[config.mk]
export PLATFORM = sky130hd
export DESIGN_NAME = rr_index_arbiter_16
export DESIGN_NICKNAME = d
export VERILOG_FILES = /design/src/rtl/rr_index_arbiter_16.sv
export SDC_FILE = /design/constraint.sdc
export NUM_CORES = 1
export LEC_CHECK = 0
export ABC_AREA = 1
export CELL_PAD_IN_SITES_DETAIL_PLACEMENT = 1
export CELL_PAD_IN_SITES_GLOBAL_PLACEMENT = 1
export CORE_MARGIN = 3
export CORE_UTILIZATION = 41
export CTS_CLUSTER_DIAMETER = 80
export DETAILED_ROUTE_END_ITERATION = 12
export HOLD_SLACK_MARGIN = 0.02
export PLACE_DENSITY_LB_ADDON = 0.1
export SLEW_MARGIN = 10
export SYNTH_ARGS = -nofsm -noshare
export SYNTH_HDL_FRONTEND = slang
export SYNTH_SLANG_ARGS = --single-unit
export TNS_END_PERCENT = 5
[constraint.sdc]
create_clock -name clk -period 5.2 [get_ports clk]
set_input_delay 0.78 -clock clk [delete_from_list [all_inputs] [get_ports clk]]
set_output_delay 0.78 -clock clk [all_outputs]
set_load 0.01 [all_outputs]
[src/rtl/rr_index_arbiter_16.sv]
// rr_index_arbiter_16: 16-way round-robin arbiter with a registered grant index and valid flag.
// The optional hold-timeout release is enabled by defining ARB_TIMEOUT_EN.
module rr_index_arbiter_16 #(
   parameter int MAX_HOLD = 32,
   parameter int CNT_W    = 8
) (
   input  logic        clk,
   input  logic        rst_n,
   input  logic [15:0] req,
   input  logic        done,
   output logic [3:0]  grant_idx,
   output logic        grant_valid,
   output logic        busy
);
   typedef enum logic {IDLE = 1'b0, GRANT = 1'b1} state_t;
   state_t     state_q, state_d;
   logic [3:0] grant_idx_q, grant_idx_d;
   logic [3:0] ptr_q, ptr_d;
   logic [3:0] scan_off;
   logic [3:0] scan_idx;
   logic       any_req;
   logic       timeout;
   logic       release_evt;

   if (MAX_HOLD < 1 || MAX_HOLD > 255 || (MAX_HOLD >> CNT_W) != 0) begin : g_bad_cfg
      $error("rr_index_arbiter_16: MAX_HOLD must be 1..255 and below 2**CNT_W");
   end

   // Offset of the first requester at or after ptr, wrapping through index 15.
   always_comb begin
      scan_off = '0;
      for (int i = 15; i >= 0; i--)
         if (req[ptr_q + 4'(i)]) scan_off = 4'(i);
   end

   assign scan_idx = ptr_q + scan_off;
   assign any_req  = |req;

`ifdef ARB_TIMEOUT_EN
   logic [CNT_W-1:0] hold_cnt_q, hold_cnt_d;

   // Held at zero while idle so it reads zero on the first GRANT cycle.
   always_comb hold_cnt_d = (state_q == IDLE) ? '0 : hold_cnt_q + CNT_W'(1);

   always_ff @(posedge clk)
      if (!rst_n) hold_cnt_q <= '0;
      else        hold_cnt_q <= hold_cnt_d;

   assign timeout = (hold_cnt_q == CNT_W'(MAX_HOLD - 1));
`else
   assign timeout = 1'b0;
`endif

   assign release_evt = done | ~req[grant_idx_q] | timeout;

   always_ff @(posedge clk)
      if (!rst_n) begin
         state_q     <= IDLE;
         grant_idx_q <= '0;
         ptr_q       <= '0;
      end else begin
         state_q     <= state_d;
         grant_idx_q <= grant_idx_d;
         ptr_q       <= ptr_d;
      end

   always_comb begin
      state_d     = (state_q == IDLE) ? (any_req ? GRANT : IDLE) : (release_evt ? IDLE : GRANT);
      grant_idx_d = (state_q == IDLE && any_req) ? scan_idx : grant_idx_q;
      ptr_d       = (state_q == GRANT && release_evt) ? grant_idx_q + 4'd1 : ptr_q;
   end

   always_comb begin
      grant_idx   = grant_idx_q;
      grant_valid = (state_q == GRANT);
      busy        = (state_q == GRANT);
   end
endmodule

==> qor.txt, run 1 <==
GPL Wtd Cong: 0.901
pwr dens: 648 mW/mm^2
CTS hold repair buffers: 0
TritonRoute pass-1 iters: 4
worst vdd ir: 319 uV
Final min period: 4.05 ns
nets: 361
Fmax achieved: 247 MHz
area leader, netlist: nand3_1
CTS clk-pin slew, worst paths: 0.04 ns
number of I/O pins: 25
Tightest Pin Transition: 0.618 ns
Avg Cell Area, Syn: 5.70 sq um
total wire length: 6.20 mm
global route overflow: 0
Synth cell types: 34
# rows: 23
height of the die: 71.6 um
largest net degree at the start of global routing: 23
Mapped Area: 0.00176 sq mm
first-pass GRT wire length: 10.4 mm
worst min path class: reg -> reg
Req. time, crit path: 5.31 ns
RSZ-0062 raised after global routing: no
detailed-placement wirelength estimate: 5.09 mm
Post-CTS Setup Bufs: 0
drt drc: 0
Detail Route Antenna Nets: 0
number of global-route vias before repair: 2099
maximum clock path buffer count: 2
H-tree levels: 1
WL per Instance: 16.4 um
gr usage total: 25.1%
Slew Viols, Final: 0
fraction of layout cells with a size suffix above 1: 5.78%
Placeable Area: 0.00409 sq mm
Startpoint Class: flip-flop
Worst EP arrival: 4.16 ns
die area: 0.00512 sq mm
Finished Layout Cells: 379
final hold vios: 0
clock skew: 0.00108 ns
sequential-to-total area share from yosys stat: 10.2%
post-CTS resize count: 0
Fin Setup TNS: 0 ns
final critical-path share of the clock period: 77.9%
CTS tree: done
crit path from: ptr_q[1]$_SDFFE_PN0P_
final setup fails: 0
Final Core Density: 50.3%
vias: 2139
synth-to-layout area growth: 16.6%
max_cap viols: 0
Die Width: 71.6 um
CP endpoint kind: flip-flop
cell count after placement: 375
diode count: 0
Synth Register Bits: 9
root buffer cell: clkbuf_8
initial antenna violation count: 0
maximum fanout along the worst path: 14
syn_nets: 340
Num CTS Buffers: 3
Critical R2R Launch: ptr_q[1]$_SDFFE_PN0P_
WHS: 0.523 ns
Port Buf Inserts: 24
drt initial violations: 69
# clock sinks: 9
Synth area leaders: nand3_1, nand2_1, dfxtp_1
Starting Density: 43.1%
Mapped Cells: 309
vias per inst: 5.64
status: complete, no violations
YS warnings: 0
Hold Startpoint: busy$_SDFF_PN0_
Pleak: 0.000968 uW
crit path kind: reg -> reg
top cell type's share of synthesized area: 19.6%
Slew HR: 58.7%
Clk Latency, worst-skew pair: 0.23 ns
[cells by family (layout without fill, tap and decap cells)]
| logic type | Yosys count | count (layout) | share of synthesized area, % |
|---|---|---|---|
| buffers and inverters | 37 | 57 | 9.66 |
| DFF | 9 | 9 | 10.2 |
| xor gates and xnor gates | 13 | 13 | 7.32 |
| AOI/OAI and AO/OA | 61 | 61 | 19.7 |
| and+or+nand+nor | 177 | 177 | 44.2 |
| adders and majority gates | 12 | 12 | 8.95 |
[layout by cell type (no fill, tap or decap)]
cell type,synthesis,routed
a21oi_2,3,3
xnor2_2,1,1
a21boi_0,1,1
nand3_1,69,69
o21a_1,4,4
buf_4,2,1
o21ai_1,6,6
xnor2_1,2,2
nand3b_1,1,1
nand2_1,80,80
ha_1,11,11
o221ai_1,1,1
clkdlybuf4s50_1,0,24
nor4_1,4,4
inv_4,1,1
nand4_1,2,2
a211o_1,1,1
fa_1,1,1
o22ai_1,2,2
nor3_2,1,1
o21ai_0,22,22
clkbuf_1,0,1
a21oi_1,17,17
clkbuf_8,0,3
dfxtp_1,9,9
o21bai_1,1,1
nand2_2,1,1
nor2_1,19,19
xor2_1,9,9
inv_2,7,7
clkinv_1,1,1
a31oi_1,2,2
inv_1,19,19
xor2_2,1,1
a21o_1,1,1
[cell type report]
class,instances,area [sq um]
Timing Repair Buffer,25,248
Multi-Input combinational cell,263,1410
Sequential cell,9,180
Fill cell,593,2030
Clock buffer,4,45.0
Tap cell,50,62.6
Inverter,28,108
[cell usage after synthesis (all sizes together)]
library cell  number
nand2             81
nand3             69
o21ai             28
inv               27
a21oi             20
nor2              19
ha                11
xor2              10
buf                9
dfxtp              9
nor4               4
o21a               4
xnor2              3
a31oi              2
nand4              2
o22ai              2
a211o              1
a21boi             1
a21o               1
clkinv             1
fa                 1
nand3b             1
nor3               1
o21bai             1
o221ai             1
[worst paths after layout]
| kind | slack (ns) | to | cells after the start |
|---|---|---|---|
| max | 1.15 | grant_idx[2]$_SDFFE_PN0P_ | 25 |
| min | 0.52 | busy$_SDFF_PN0_ | 1 |
| max reg2reg | 1.15 | grant_idx[2]$_SDFFE_PN0P_ | 25 |
| min reg2reg | 0.52 | busy$_SDFF_PN0_ | 1 |
[power breakdown]
group          internal [uW]  switching [uW]  leakage, uW  total (uW)
registers               93.8            66.4    0.0000745         160
clock network           53.2            24.8    0.0000228        77.9
logic                    393             699     0.000871        1090
[layer usage]
metal  wire length (um)  GRT usage (%)  vias up
li1                   -              -     1088
met3                191           2.81        2
met1               2950           35.4     1012
met4                 21           1.04        0
met2               3040           43.4       37
met5                  0              0        -
[through the flow]
stage | worst slack [ns] | power [uW] | instance area [sq um]
detailed placement | 1.25 | 1240 | 2010
floorplan | 1.89 | 956 | 1760
CTS | 1.15 | 1330 | 2050
global placement | 1.25 | 1210 | 2010
finish | 1.15 | 1330 | 2050
global route | 0.805 | 1490 | 2050
[state kept, by name (all words and copies together) (netlist names)]
register	flops
busy	1
grant_idx	4
ptr_q	4
[worst max-delay path, cell delays in order (launching register included)]
cell and delay (ns):
dfxtp_1 0.71, inv_2 0.26, ha_1 0.47, inv_2 0.18, nand3_1 0.12, nand3_1 0.10
nand2_1 0.07, o21ai_1 0.21, nand2_1 0.08, nand2_1 0.06, nand2_1 0.05, nand2_1 0.05
nand2_1 0.05, nand2_1 0.05, nand2_1 0.04, nand2_1 0.06, nand2_1 0.04, nand2_1 0.05
nand2_1 0.06, nand2_1 0.05, a21oi_1 0.07, ha_1 0.21, fa_1 0.38, xor2_1 0.19
o21ai_0 0.24, a21oi_1 0.06
Power figures use the tool's default switching activity.
==> run 2: changes to the inputs <==
Settings changed: CORE_UTILIZATION 41 to 34.
Clock period 5.2 ns to 3.6 ns, I/O delays scaled along.
==> qor.txt, run 2 (synthesis gave the netlist of run 1 again) <==
maximum fanout along the worst path: 4 (was 14)
GPL Wtd Cong: 0.805 (was 0.901)
root buffer cell: clkbuf_8 (unchanged)
Final min period: 3.32 ns
Setup WS pre-CTS: -0.000244 ns (was 1.25 ns)
height of the die: 78.0 um (was 71.6 um)
fraction of layout cells with a size suffix above 1: 9.50% (was 5.78%)
first-pass GRT wire length: 10.5 mm (was 10.4 mm)
number of I/O pins: 25 (unchanged)
Port Buf Inserts: 24 (unchanged)
buffer and inverter count on the worst path: 2 (unchanged)
fillers: 677 (was 593)
most common cell after layout, fill and taps aside: nand2_1 (unchanged)
Critical R2R Launch: ptr_q[0]$_SDFFE_PN0P_ (was ptr_q[1]$_SDFFE_PN0P_)
status: complete, no violations (unchanged)
clock skew: 0.00342 ns (was 0.00108 ns)
Slew HR: 71.9% (was 58.7%)
Req. time, crit path: 3.71 ns (was 5.31 ns)
synth-to-layout area growth: 24.2% (was 16.6%)
CTS clk-pin slew, worst paths: 0.04 ns (about the same)
Slew Viols, Final: 0 (unchanged)
CTS tree: done (unchanged)
nets: 369 (was 361)
Worst R2R End: grant_idx[1]$_SDFFE_PN0P_ (was grant_idx[2]$_SDFFE_PN0P_)
drt initial violations: 105 (was 69)
die area: 0.00608 sq mm (was 0.00512 sq mm)
worst vdd ir: 337 uV (was 319 uV)
CP top delay family: simple AND/OR/NAND/NOR gates (was adder cells)
multi-input logic area: 0.00144 sq mm (was 0.00141 sq mm)
# rows: 25 (was 23)
Die Width: 78.0 um (was 71.6 um)
maximum clock path buffer count: 2 (unchanged)
WL per Instance: 15.1 um (was 16.4 um)
vias: 2136 (was 2139)
Final Worst Setup Slack: 0.283 ns (was 1.15 ns)
total wire length: 6.12 mm (was 6.20 mm)
crit path from: req[1] (was ptr_q[1]$_SDFFE_PN0P_)
H-tree levels: 1 (unchanged)
diode count: 0 (unchanged)
R2R cell count: 24 (was 25)
Pleak: 0.00108 uW (was 0.000968 uW)
Critical Path End: grant_idx[1]$_SDFFE_PN0P_ (was grant_idx[2]$_SDFFE_PN0P_)
largest net degree at the start of global routing: 23 (unchanged)
total power: 2010 uW (was 1330 uW)
global route overflow: 0 (unchanged)
gr usage total: 21.0% (was 25.1%)
final critical-path share of the clock period: 92.1%
Fmax achieved: 301 MHz
Startpoint Class: input pin (was flip-flop)
worst min path class: reg -> reg (unchanged)
final hold vios: 0 (unchanged)
CP Depth: 24 (was 25)
critical path's slowest cell: clkdlybuf4s50_1 (was dfxtp_1)
TritonRoute pass-1 iters: 4 (unchanged)
Placeable Area: 0.00488 sq mm (was 0.00409 sq mm)
drt drc: 0 (unchanged)
Clk Latency, worst-skew pair: 0.23 ns (about the same)
CP max stage delay: 0.48 ns (was 0.71 ns)
# clock sinks: 9 (unchanged)
CP cell instances: clkdlybuf4s50_1 > nand2_1 > nand3_1 > nand2_1 > inv_1 > nand2_1 > o21ai_2 > a21oi_2 > nand2_1 > nand2_1 > nand2_1 > nand2_1 > nand2_1 > nand2_1 > nand2_1 > nand2_1 > nand2_1 > nand2_1 > nand2_1 > a21oi_1 > ha_1 > fa_1 > o21ai_0 > a21oi_1
Detail Route Antenna Nets: 0 (unchanged)
Starting Density: 36.1% (was 43.1%)
WHS: 0.530 ns (was 0.523 ns)
vias per inst: 5.29 (was 5.64)
final setup fails: 0 (unchanged)
most frequent cells in the layout: nand2_1, nand3_1, o21ai_0 (was nand2_1, nand3_1, clkdlybuf4s50_1)
Critical Path Most Common Cell: nand2_1 (unchanged)
Final Core Density: 44.8% (was 50.3%)
Worst EP arrival: 3.43 ns (was 4.16 ns)
Tightest Pin Transition: 0.422 ns (was 0.618 ns)
Num CTS Buffers: 3 (unchanged)
FF/Latch Area: 180 sq um (unchanged)
max_cap viols: 0 (unchanged)
detailed-placement wirelength estimate: 5.10 mm (was 5.09 mm)
FF-to-FF setup slack: 0.37 ns (was 1.15 ns)
initial antenna violation count: 0 (unchanged)
CP endpoint kind: flip-flop (unchanged)
CTS hold repair buffers: 0 (unchanged)
number of global-route vias before repair: 2195 (was 2099)
crit path kind: in -> reg (was reg -> reg)
pwr dens: 921 mW/mm^2 (was 648 mW/mm^2)
## run 2: worst min path at each step
stage,from,to,slack [ns],depth (start not counted)
floorplan,busy$_SDFF_PN0_,busy$_SDFF_PN0_,0.52,1
global placement,busy$_SDFF_PN0_,busy$_SDFF_PN0_,0.52,1
detailed placement,busy$_SDFF_PN0_,busy$_SDFF_PN0_,0.53,1
CTS,busy$_SDFF_PN0_,busy$_SDFF_PN0_,0.54,1
global route,busy$_SDFF_PN0_,busy$_SDFF_PN0_,0.59,1
finish,busy$_SDFF_PN0_,busy$_SDFF_PN0_,0.53,1
## run 2: routing by layer
| layer | GRT usage (%) | up-vias | share of wire (%) |
|---|---|---|---|
| met5 | 0 | - | 0 |
| met2 | 36.5 | 22 | 48 |
| met4 | 3.85 | 0 | 1.1 |
| met1 | 29.1 | 998 | 50 |
| li1 | - | 1110 | - |
| met3 | 0.464 | 6 | 0.65 |
## run 2: layout make-up
class	count	area share (%)
clock buffer	4	2.06
inverter	28	4.92
multi-input combinational	263	65.9
sequential	9	8.23
tap	67	3.83
timing repair buffer	33	15.0
## run 2: per-stage QoR
| stage | area [sq um] | setup TNS (ns) | instances |
|---|---|---|---|
| detailed placement | 2080 | -0.000244 | 398 |
| global placement | 2080 | 0 | 398 |
| finish | 2190 | 0 | 404 |
| CTS | 2120 | 0 | 402 |
| global route | 2190 | -0.00874 | 404 |
| floorplan | 1760 | 0 | 309 |
## run 2: power breakdown
group | switching, uW | internal (uW) | total, uW
logic | 1060 | 642 | 1700
clock network | 37.4 | 76.9 | 114
registers | 67.3 | 136 | 203
total | 1160 | 855 | 2010
## run 2: repair_timing
action,CTS,global route
endpoints found under the setup margin,0,3
hold endpoints to repair,0,0
buffers inserted,0,2
gates resized for setup,0,16
==> run 3: changes to the inputs <==
Settings changed: CORE_MARGIN 3 to 4.
==> qor.txt, run 3 (synthesis gave the netlist of run 1 again) <==
largest net degree at the start of global routing: 23 (unchanged)
Starting Density: 36.1% (unchanged)
synth-to-layout area growth: 25.6% (was 24.2%)
Detail Route Antenna Nets: 0 (unchanged)
maximum clock path buffer count: 2 (unchanged)
Slew HR: 70.6% (was 71.9%)
die area: 0.00640 sq mm (was 0.00608 sq mm)
detailed-placement wirelength estimate: 5.40 mm (was 5.10 mm)
Fin Setup TNS: 0 ns (unchanged)
Final min period: 3.30 ns (was 3.32 ns)
initial antenna violation count: 0 (unchanged)
diode count: 0 (unchanged)
CTS tree: done (unchanged)
most common cell after layout, fill and taps aside: nand2_1 (unchanged)
Port Buf Inserts: 24 (unchanged)
Num CTS Buffers: 3 (unchanged)
TritonRoute pass-1 iters: 4 (unchanged)
vias: 2181 (was 2136)
cell area after layout: 0.00221 sq mm (was 0.00219 sq mm)
Hold Startpoint: busy$_SDFF_PN0_ (unchanged)
final setup fails: 0 (unchanged)
vias per inst: 5.31 (was 5.29)
Pleak: 0.00107 uW (was 0.00108 uW)
Startpoint Class: input pin (unchanged)
Fmax achieved: 303 MHz (was 301 MHz)
number of global-route vias before repair: 2282 (was 2195)
DP Area: 0.00213 sq mm (was 0.00208 sq mm)
Slew Viols, Final: 0 (unchanged)
height of the die: 80.0 um (was 78.0 um)
fraction of layout cells with a size suffix above 1: 11.0% (was 9.50%)
global route overflow: 0 (unchanged)
final critical-path share of the clock period: 91.6% (was 92.1%)
pwr dens: 910 mW/mm^2 (was 921 mW/mm^2)
crit path from: req[11] (was req[1])
most frequent cells in the layout: nand2_1, nand3_1, o21ai_0, clkdlybuf4s50_1, nor2_1 (was nand2_1, nand3_1, o21ai_0)
CTS clk-pin slew, worst paths: 0.05 ns (was 0.04 ns)
WHS: 0.539 ns (was 0.530 ns)
status: complete, no violations (unchanged)
first-pass GRT wire length: 11.1 mm (was 10.5 mm)
clock skew: 0.00110 ns (was 0.00342 ns)
worst vdd ir: 395 uV (was 337 uV)
H-tree levels: 1 (unchanged)
drt drc: 0 (unchanged)
FF-to-FF setup slack: 0.31 ns (was 0.37 ns)
CP endpoint kind: flip-flop (unchanged)
Die Width: 80.0 um (was 78.0 um)
Clk Latency, worst-skew pair: 0.23 ns (about the same)
Tightest Pin Transition: 0.440 ns (was 0.422 ns)
nets: 376 (was 369)
# rows: 25 (unchanged)
Final Core Density: 45.4% (was 44.8%)
number of I/O pins: 25 (unchanged)
Req. time, crit path: 3.71 ns (about the same)
WL per Instance: 15.6 um (was 15.1 um)
worst min path class: reg -> reg (unchanged)
crit path kind: in -> reg (unchanged)
root buffer cell: clkbuf_8 (unchanged)
Critical R2R Launch: ptr_q[0]$_SDFFE_PN0P_ (unchanged)
cell count after placement: 405 (was 398)
drt initial violations: 71 (was 105)
Worst EP arrival: 3.41 ns (was 3.43 ns)
total wire length: 6.41 mm (was 6.12 mm)
gr usage total: 21.5% (was 21.0%)
final hold vios: 0 (unchanged)
Placeable Area: 0.00488 sq mm (unchanged)
Finished Layout Cells: 411 (was 404)
# clock sinks: 9 (unchanged)
GPL Wtd Cong: 0.853 (was 0.805)
maximum fanout along the worst path: 4 (unchanged)
max_cap viols: 0 (unchanged)
## run 3: changes by cell type in the layout (fill, tap and decap cells not counted), sizes merged
cell / delta
clkdlybuf4s50: +4
dlymetal6s2s: -4
buf: +7
## run 3: report_power, final
part	switching, uW	internal (uW)
registers	66.4	135
logic	1060	639
clock network	40.5	77.2
total	1160	852
## run 3: worst max-delay path, cell delays in order
cell,delay (ns)
clkdlybuf4s50_1,0.58
nand2_1,0.10
nand3_1,0.11
nand3_1,0.14
nand3_1,0.15
nand2_1,0.07
nand2_1,0.07
nand2_1,0.05
nand2_1,0.05
nand2_1,0.05
nand2_1,0.06
nand2_1,0.05
nand2_1,0.05
nand2_1,0.04
nand2_1,0.07
nand2_1,0.05
nand2_1,0.05
nand2_1,0.05
nand2_1,0.05
a21oi_1,0.07
ha_1,0.21
fa_1,0.38
xor2_1,0.18
o21ai_1,0.15
a21oi_1,0.05
## run 3: per-stage QoR
stage                     power, uW  worst slack [ns]
after global routing           2280           -0.0136
after detailed placement       1870            0.0289
after global placement         1820            0.0516
final                          2020             0.304
after CTS                      2000             0.110
after floorplan                1380             0.290
## run 3: worst paths after layout
check	endpoint	depth (start not counted)
worst max-delay path	grant_idx[2]$_SDFFE_PN0P_	25
worst min-delay path	busy$_SDFF_PN0_	1
worst min register to register	busy$_SDFF_PN0_	1
worst max register to register	grant_idx[2]$_SDFFE_PN0P_	25
## run 3: final cells by class
cell class                 count  area [sq um]
inverter                      28           108
clock buffer                   4          45.0
fill                         705          2670
multi-input combinational    263          1430
sequential                     9           180
tap                           67          83.8
timing repair buffer          40           372
## run 3: layer usage
metal | up-vias | part of all wire, % | GRT usage, %
li1 | 1122 | - | -
met5 | - | 0 | 0
met1 | 1031 | 49 | 28.7
met3 | 4 | 1.2 | 1.47
met4 | 0 | 0.59 | 3.72
met2 | 24 | 50 | 38.2
## run 3: timing repair
action                     CTS  global route
setup buffers                0             2
setup endpoints to repair    0             3
hold buffers                 0             0
gates resized for setup      0            10
